## src/rtl/fproc_arbiter.sv

```systemverilog
// ============================================================================
// Module   : fproc_arbiter
// Purpose  : Round-robin sharing of one fproc resource among N_CORES cores.
// Revision : 1.0 - initial release
// ============================================================================
`default_nettype none

module fproc_arbiter #(
  parameter int N_CORES        = 4,
  parameter int FPROC_ID_WIDTH = 8,
  parameter int DATA_WIDTH     = 32,
  parameter int TIMEOUT_CYCLES = 1024
) (
  input  logic                              clk,
  input  logic                              reset,
  input  logic [N_CORES-1:0]                core_fproc_en,
  input  logic [N_CORES*FPROC_ID_WIDTH-1:0] core_fproc_id,
  output logic [N_CORES-1:0]                core_fproc_ready,
  output logic [DATA_WIDTH-1:0]             core_fproc_data,
  output logic                              fproc_en_out,
  output logic [FPROC_ID_WIDTH-1:0]         fproc_id_out,
  input  logic                              fproc_ready,
  input  logic [DATA_WIDTH-1:0]             fproc_data,
  output logic                              dup_req_err,
  output logic                              timeout_err
);

  localparam int C_GW = $clog2(N_CORES);
  localparam int C_CW = (TIMEOUT_CYCLES > 0) ? $clog2(TIMEOUT_CYCLES + 1) : 1;

  typedef enum logic [1:0] {
    S_IDLE  = 2'd0,
    S_ISSUE = 2'd1,
    S_WAIT  = 2'd2
  } state_t;

  state_t                    state_q, state_d;
  logic [N_CORES-1:0]        pending_q, pending_d;
  logic [FPROC_ID_WIDTH-1:0] id_q [N_CORES];
  logic [FPROC_ID_WIDTH-1:0] id_d [N_CORES];
  logic [C_GW-1:0]           grant_q, grant_d;
  logic [C_GW-1:0]           rr_ptr_q, rr_ptr_d;
  logic [C_CW-1:0]           cnt_q, cnt_d;
  logic                      en_out_q, en_out_d;
  logic [FPROC_ID_WIDTH-1:0] id_out_q, id_out_d;
  logic [N_CORES-1:0]        core_ready_q, core_ready_d;
  logic [DATA_WIDTH-1:0]     core_data_q, core_data_d;
  logic                      dup_err_q, dup_err_d;
  logic                      to_err_q, to_err_d;

  logic                      sel_valid;
  logic [C_GW-1:0]           sel_idx;
  logic                      timed_out;

  // First pending core at or after rr_ptr, wrapping around.
  always_comb begin
    int idx;
    sel_valid = 1'b0;
    sel_idx   = '0;
    idx       = 0;
    for (int k = 0; k < N_CORES; k++) begin
      idx = int'(rr_ptr_q) + k;
      if (idx >= N_CORES) idx = idx - N_CORES;
      if (!sel_valid && pending_q[idx]) begin
        sel_valid = 1'b1;
        sel_idx   = C_GW'(idx);
      end
    end
  end

  assign timed_out = (TIMEOUT_CYCLES > 0) && (cnt_q == C_CW'(TIMEOUT_CYCLES));

  always_comb begin
    state_d      = state_q;
    pending_d    = pending_q;
    id_d         = id_q;
    grant_d      = grant_q;
    rr_ptr_d     = rr_ptr_q;
    cnt_d        = cnt_q;
    en_out_d     = en_out_q;
    id_out_d     = id_out_q;
    core_ready_d = '0;
    core_data_d  = core_data_q;
    dup_err_d    = dup_err_q;
    to_err_d     = to_err_q;

    for (int i = 0; i < N_CORES; i++) begin
      if (core_fproc_en[i]) begin
        if (pending_q[i]) begin
          dup_err_d = 1'b1;
        end else begin
          pending_d[i] = 1'b1;
          id_d[i]      = core_fproc_id[i*FPROC_ID_WIDTH +: FPROC_ID_WIDTH];
        end
      end
    end

    case (state_q)
      S_IDLE: begin
        if (sel_valid) begin
          grant_d  = sel_idx;
          id_out_d = id_q[sel_idx];
          en_out_d = 1'b1;
          state_d  = S_ISSUE;
        end
      end
      S_ISSUE: begin
        en_out_d = 1'b0;
        cnt_d    = '0;
        state_d  = S_WAIT;
      end
      S_WAIT: begin
        // A real result takes priority over a timeout landing in the same cycle.
        if (fproc_ready || timed_out) begin
          core_data_d           = fproc_ready ? fproc_data : '0;
          to_err_d              = to_err_q | ~fproc_ready;
          core_ready_d[grant_q] = 1'b1;
          pending_d[grant_q]    = 1'b0;
          rr_ptr_d = (grant_q == C_GW'(N_CORES - 1)) ? '0 : grant_q + 1'b1;
          state_d  = S_IDLE;
        end else begin
          cnt_d = cnt_q + 1'b1;
        end
      end
      default: state_d = S_IDLE;
    endcase
  end

  always_ff @(posedge clk) begin
    if (reset) begin
      state_q      <= S_IDLE;
      pending_q    <= '0;
      grant_q      <= '0;
      rr_ptr_q     <= '0;
      cnt_q        <= '0;
      en_out_q     <= 1'b0;
      id_out_q     <= '0;
      core_ready_q <= '0;
      core_data_q  <= '0;
      dup_err_q    <= 1'b0;
      to_err_q     <= 1'b0;
      for (int i = 0; i < N_CORES; i++) id_q[i] <= '0;
    end else begin
      state_q      <= state_d;
      pending_q    <= pending_d;
      grant_q      <= grant_d;
      rr_ptr_q     <= rr_ptr_d;
      cnt_q        <= cnt_d;
      en_out_q     <= en_out_d;
      id_out_q     <= id_out_d;
      core_ready_q <= core_ready_d;
      core_data_q  <= core_data_d;
      dup_err_q    <= dup_err_d;
      to_err_q     <= to_err_d;
      for (int i = 0; i < N_CORES; i++) id_q[i] <= id_d[i];
    end
  end

  assign core_fproc_ready = core_ready_q;
  assign core_fproc_data  = core_data_q;
  assign fproc_en_out     = en_out_q;
  assign fproc_id_out     = id_out_q;
  assign dup_req_err      = dup_err_q;
  assign timeout_err      = to_err_q;

endmodule

`default_nettype wire

```

## config.mk

```make
export PLATFORM = sky130hd
export DESIGN_NAME = fproc_arbiter
export DESIGN_NICKNAME = d
export VERILOG_FILES = /design/src/rtl/fproc_arbiter.sv
export SDC_FILE = /design/constraint.sdc
export NUM_CORES = 1
export LEC_CHECK = 0
export CAP_MARGIN = 20
export CORE_ASPECT_RATIO = 1.75
export CORE_UTILIZATION = 40
export CTS_CLUSTER_DIAMETER = 30
export DETAILED_ROUTE_END_ITERATION = 10
export GPL_TIMING_DRIVEN = 0
export PLACE_DENSITY = 0.71
export SLEW_MARGIN = 0
export SYNTH_ARGS = -nofsm -noshare
export SYNTH_HDL_FRONTEND = slang
export SYNTH_SLANG_ARGS = --single-unit
```

## constraint.sdc

```tcl
create_clock -name clk -period 2.6 [get_ports clk]
set_clock_uncertainty 0.2 [all_clocks]
set_input_delay 0.39 -clock clk [delete_from_list [all_inputs] [get_ports clk]]
set_output_delay 0.39 -clock clk [all_outputs]
set_load 0.02 [all_outputs]
```

==> results of run 1 <==
registers in the layout, indices dropped and copies added (netlist names):
register,cells
core_fproc_data,32
id_q,32
cnt_q,11
fproc_id_out,8
core_fproc_ready,4
pending_q,4
grant_q,2
rr_ptr_q,2
state_q,2
dup_req_err,1
fproc_en_out,1
timeout_err,1
routing by layer:
metal	routed length, µm	global-route usage, %	part of all wire, %	vias up
li1	-	-	-	1710
met1	3970	21.6	39	1605
met2	5710	40.8	56	82
met3	360	4.38	3.5	13
met4	172	6.81	1.7	0
met5	0	0	0	-
cells by family after synthesis:
kind of cell | synth area share (%)
buf+inv | 3.92
compound gates | 14.0
flops | 50.6
xor+xnor | 0.664
fa+ha+maj | 1.90
simple gates | 16.3
mux | 12.7
layout by cell type (no fill, tap or decap), types with 9 or more instances in the layout:
master,netlist,routed
mux2i_1,50,50
a22oi_1,32,32
dfxtp_1,100,100
clkbuf_16,0,9
o221ai_1,9,9
clkdlybuf4s50_1,0,116
clkbuf_1,22,18
a21oi_1,10,10
nor2_1,87,87
nand2_1,20,20
stage by stage:
stage	hold slack (ps)	std cells	setup WS (ps)	power [µW]
after floorplan	260	414	498	1960
after global placement	252	652	117	2190
after detailed placement	258	652	79.6	2200
after CTS	258	668	120	3540
after global routing	304	668	35.9	3650
final	259	668	211	3510
worst max-delay path, stage by stage, from the launching register on:
cell and delay (ps):
dfxtp_1 350, inv_1 70, ha_1 150, or4b_4 480, o31ai_1 670, nor2_1 100, o21ai_0 170, a21oi_1 80
synth_stat cells, types with 2 or more instances:
| library cell | instances | area [µm²] |
|---|---|---|
| dfxtp_1 | 100 | 2000 |
| nor2_1 | 87 | 327 |
| mux2i_1 | 50 | 500 |
| a22oi_1 | 32 | 240 |
| clkbuf_1 | 22 | 82.6 |
| nand2_1 | 20 | 75.1 |
| a21oi_1 | 10 | 50.1 |
| o221ai_1 | 9 | 78.8 |
| inv_1 | 8 | 30.0 |
| nor2b_1 | 8 | 50.1 |
| ha_1 | 6 | 75.1 |
| nor3b_1 | 5 | 37.5 |
| or3_1 | 5 | 31.3 |
| a211oi_1 | 4 | 30.0 |
| buf_2 | 4 | 20.0 |
| nand3_1 | 4 | 20.0 |
| o21ai_0 | 4 | 20.0 |
| xor2_1 | 3 | 26.3 |
| a31oi_1 | 2 | 12.5 |
| nand3b_1 | 2 | 15.0 |
| nor3_1 | 2 | 10.0 |
| o2111ai_1 | 2 | 17.5 |
| o31ai_1 | 2 | 15.0 |
| or2_2 | 2 | 12.5 |
area by class of cell:
class / instances / area share, %
clock buffer: 10 / 4.29
tap: 122 / 2.74
sequential: 100 / 35.9
inverter: 8 / 0.538
clock inverter: 6 / 1.12
timing repair buffer: 116 / 20.8
multi-input combinational: 277 / 32.3
buffer: 29 / 2.33
path summary, 6_finish.rpt:
check	from	endpoint	slack [ps]	cells after the start
max	cnt_q[0]$_SDFFE_PP0P_	cnt_q[8]$_SDFFE_PP0P_	210	7
min	reset	state_q[0]$_SDFFE_PP0P_	260	2
max reg2reg	cnt_q[0]$_SDFFE_PP0P_	cnt_q[8]$_SDFFE_PP0P_	210	7
min reg2reg	fproc_en_out$_SDFFE_PP0P_	fproc_en_out$_SDFFE_PP0P_	270	2
report_power, final:
group | leakage, µW | total, µW | switching (µW) | internal, µW
Clock | 0.000153 | 1340 | 565 | 772
Combinational | 0.00113 | 516 | 249 | 267
Sequential | 0.000815 | 1650 | 49.7 | 1600
repair_timing:
item | CTS | global route
hold buffers | 0 | 0
resized for setup | 0 | 8
endpoints found under the setup margin | 0 | 19
==> impl_metrics.ini, run 1 <==
[status]
outcome = finished clean

[sta]
fmax_mhz = 419
setup_violations = 0
worstMarginPinSlew_ps = 750
rsz0062_at_grt = false
finalMaxSlewViolations = 0
min_period_ps = 2390
finalHoldViolCount = 0
setup_tns_ps = 0
min_period_over_period_pct = 91.9
slew_headroom_pct = 49.6

[logic_synthesis]
async_flop_share_pct = 0
synth.avg_cell_area_um2 = 9.56
ys_seq_elements = 100
yosys_most_used_dff = dfxtp_1
synthCells = 414
syn-num-nets = 491
ys_types = 45
synth_edf_count = 0
yosysSeqAreaShare_pct = 50.6
synth_area_um2 = 3960
ys_warn_count = 0

[clock_network]
clock_path_buffers = 2
post_cts_buffers = 0
clock_latency_ps = 340
clk_pin_slew_ps = 70
numCtsBuffers = 9
clock_sinks = 100
cts_root_buf = clkbuf_16
cts_tree = yes
htreeDepth = 3

[layout]
fin_nets = 618
area_delta_synth_final_pct = 41.0
regArea_um2 = 2000
final_util_pct = 58.5
fillers = 883
multi_input_area_um2 = 1800
fin_area_um2 = 5580
drive_gt1_share_pct = 5.86
diodes = 0

[routing]
drt_iter0_drc = 185
drtAntennaViolNets = 0
post-route-drc-count = 0
vias = 3410
firstDrtPassIters = 7
viasPerCell = 5.10
avgRoutedWirePerCell_um = 15.3
routed_wl_mm = 10.2

[global_routing]
grt_max_degree = 17
gr-total-overflow = 0
antenna_found_initial = 0
grt_pass1_vias = 3520
grt_usage_pct = 21.0
grt_first_pass_wirelength_mm = 16.9

[critical_path]
cp.arrival_ps = 2390
crit_required_ps = 2600
start_kind = flop
timing_worst_setup_path_type = reg2reg
worstSetupEndpointType = flop
worst-path-max-fanout = 6

[flow_run]
cap_violations = 0

[placement]
place_area_um2 = 5270
dpl.hpwl_mm = 7.82
gp_congestion = 0.812
io_buffers = 116

[power_and_ir_drop]
p_per_area_nw_per_um2 = 629
peakVddDrop_mv = 0.395
leakage_uw = 0.00210

[floorplanning]
die_w_um = 77.2
rows = 47
die_h_um = 134
die_area_um2 = 10300
core-area_um2 = 9530
num_io_pins = 118
start_util_pct = 41.5

[min_path]
hold_class = in2reg
(Power assumes the default switching activity.)
==> run 2: changes to the inputs <==
- CORE_UTILIZATION: 40 -> 42
- PLACE_DENSITY: 0.71 -> 0.76
- SKIP_CTS_REPAIR_TIMING: not set -> 1
- clock period: 2.6 -> 1.97 ns (I/O delays scaled with it)
==> run 2 against run 1 <==
  * The run now ends with negative setup slack left
  * Sequential power is 33% higher
  * Combinational power grew 71%
  * Via count increased by 3.6%
  * Global-route usage up 0.92 points
  * Hold slack got worse by 31 ps
  * Die area fell by 4.7%
  * Wire length rose by 6.6%
  * Worst setup slack worse by 490 ps
  * Critical path type unchanged
  * Critical endpoint is now cnt_q[10]$_SDFFE_PP0P_
  * Highest routed layer unchanged
==> impl_metrics.ini, run 2 (same netlist as run 1, synthesis figures left out) <==
[routing]
post-route-drc-count = 0
viasPerCell = 5.24
routed_wl_mm = 10.9
drt_iter0_drc = 128
firstDrtPassIters = 4
avgRoutedWirePerCell_um = 16.1
drtAntennaViolNets = 0
vias = 3534

[power_and_ir_drop]
peakVddDrop_mv = 0.540
leakage_uw = 0.00227
seqPwrFrac_pct = 44.8
p_clk_share_pct = 37.3
netSwitchingFraction_pct = 24.2
combPwrFrac_pct = 17.9
p_int_uw = 3730
p_per_area_nw_per_um2 = 782
p_switching_uw = 1190

[placement]
gp_congestion = 0.781
io_buffers = 116
dpl.hpwl_mm = 7.82
place_ws_ps = -492
place_area_um2 = 5500

[sta]
finalMaxSlewViolations = 0
worstMarginPinSlew_ps = 653
rsz0062_at_grt = true
slew_headroom_pct = 56.4
min_period_over_period_pct = 114
fmax_mhz = 444
setup_violations = 55
finalHoldViolCount = 0
min_period_ps = 2250
fin_ws_ps = -282

[critical_path]
start_kind = flop
crit_required_ps = 2000
worst-path-max-fanout = 5
cp.arrival_ps = 2290
timing_worst_setup_path_type = reg2reg
worstSetupEndpointType = flop

[global_routing]
grt_usage_pct = 21.9
gr-total-overflow = 0
antenna_found_initial = 0
grt_pass1_vias = 3486
grt_first_pass_wirelength_mm = 16.1
grt_max_degree = 15

[floorplanning]
die_w_um = 75.4
rows = 46
start_util_pct = 43.5
core-area_um2 = 9090
num_io_pins = 118
die_h_um = 130
die_area_um2 = 9830

[clock_network]
numCtsBuffers = 9
clk_pin_slew_ps = 60
cts_tree = yes
htreeDepth = 3
cts_root_buf = clkbuf_16
clock_latency_ps = 340
clock_path_buffers = 2
clock_sinks = 100

[layout]
area_delta_synth_final_pct = 59.0
final_common_cell = clkdlybuf4s50_1
regArea_um2 = 2020
fin_nets = 629
fillers = 735
diodes = 0
multi_input_area_um2 = 2270
final_util_pct = 69.2
final_cell_mix = clkdlybuf4s50_1, dfxtp_1, nor2_1
drive_gt1_share_pct = 22.5
fin_area_um2 = 6290

[status]
violations = negative setup slack
outcome = finished with violations

[flow_run]
cap_violations = 0

[min_path]
hold_class = in2reg
-- run 2: cell count changes in the layout (fill, tap and decap cells not counted), moves of 4 or more --
cell / delta
mux2i_1: -11
a22oi_2: +32
mux2i_4: +7
dfxtp_1: -6
buf_4: +7
nor3b_2: +5
o221ai_1: -8
a22oi_1: -32
o221ai_2: +8
a211oi_1: -4
mux2i_2: +4
nor3b_1: -5
a211oi_2: +4
-- run 2: critical path: stages, from the launching register on --
cell and delay (ps):
dfxtp_4 360, inv_4 60, ha_4 110, or4b_4 500, o31a_1 340, buf_6 160
o2111ai_4 180, xor2_1 180, nor2_1 60
-- run 2: final cells by class --
type / count / area share (%)
Clock inverter: 2 / 0.955
Tap cell: 120 / 2.39
Multi-Input combinational cell: 277 / 36.1
Inverter: 8 / 0.716
Timing Repair Buffer: 128 / 20.6
Buffer: 28 / 3.28
Clock buffer: 12 / 3.92
Sequential cell: 100 / 32.1
-- run 2: routing by layer --
layer  part of all wire, %  vias to the layer above  GRT usage [%]
met2                    56                      116           41.2
li1                      -                     1726              -
met1                    35                     1668           21.6
met4                   2.9                        0           11.3
met5                     0                        -              0
met3                   5.6                       24           4.45
-- run 2: power groups by stage --
stage | registers (µW) | logic, µW | clock network, µW
final | 2200 | 880 | 1830
after global routing | 2210 | 945 | 1950
after CTS | 2190 | 728 | 1870
after detailed placement | 2230 | 724 | 0
after global placement | 2230 | 712 | 0
after floorplan | 2260 | 370 | 0
-- run 2: worst paths after layout --
path	startpoint	end	slack [ps]	cells past startpoint
max	cnt_q[0]$_SDFFE_PP0P_	cnt_q[10]$_SDFFE_PP0P_	-280	8
min	reset	state_q[0]$_SDFFE_PP0P_	230	2
max reg2reg	cnt_q[0]$_SDFFE_PP0P_	cnt_q[10]$_SDFFE_PP0P_	-280	8
min reg2reg	fproc_en_out$_SDFFE_PP0P_	fproc_en_out$_SDFFE_PP0P_	280	2
-- run 2: per-stage QoR --
stage	instances	total power (µW)	setup TNS, ps	hold WS [ps]
after floorplan	414	2630	-1500	231
after global placement	650	2940	-18170	254
after detailed placement	650	2960	-21230	259
after CTS	664	4780	-15570	172
after global routing	675	5110	-13950	246
final	675	4920	-9330	229
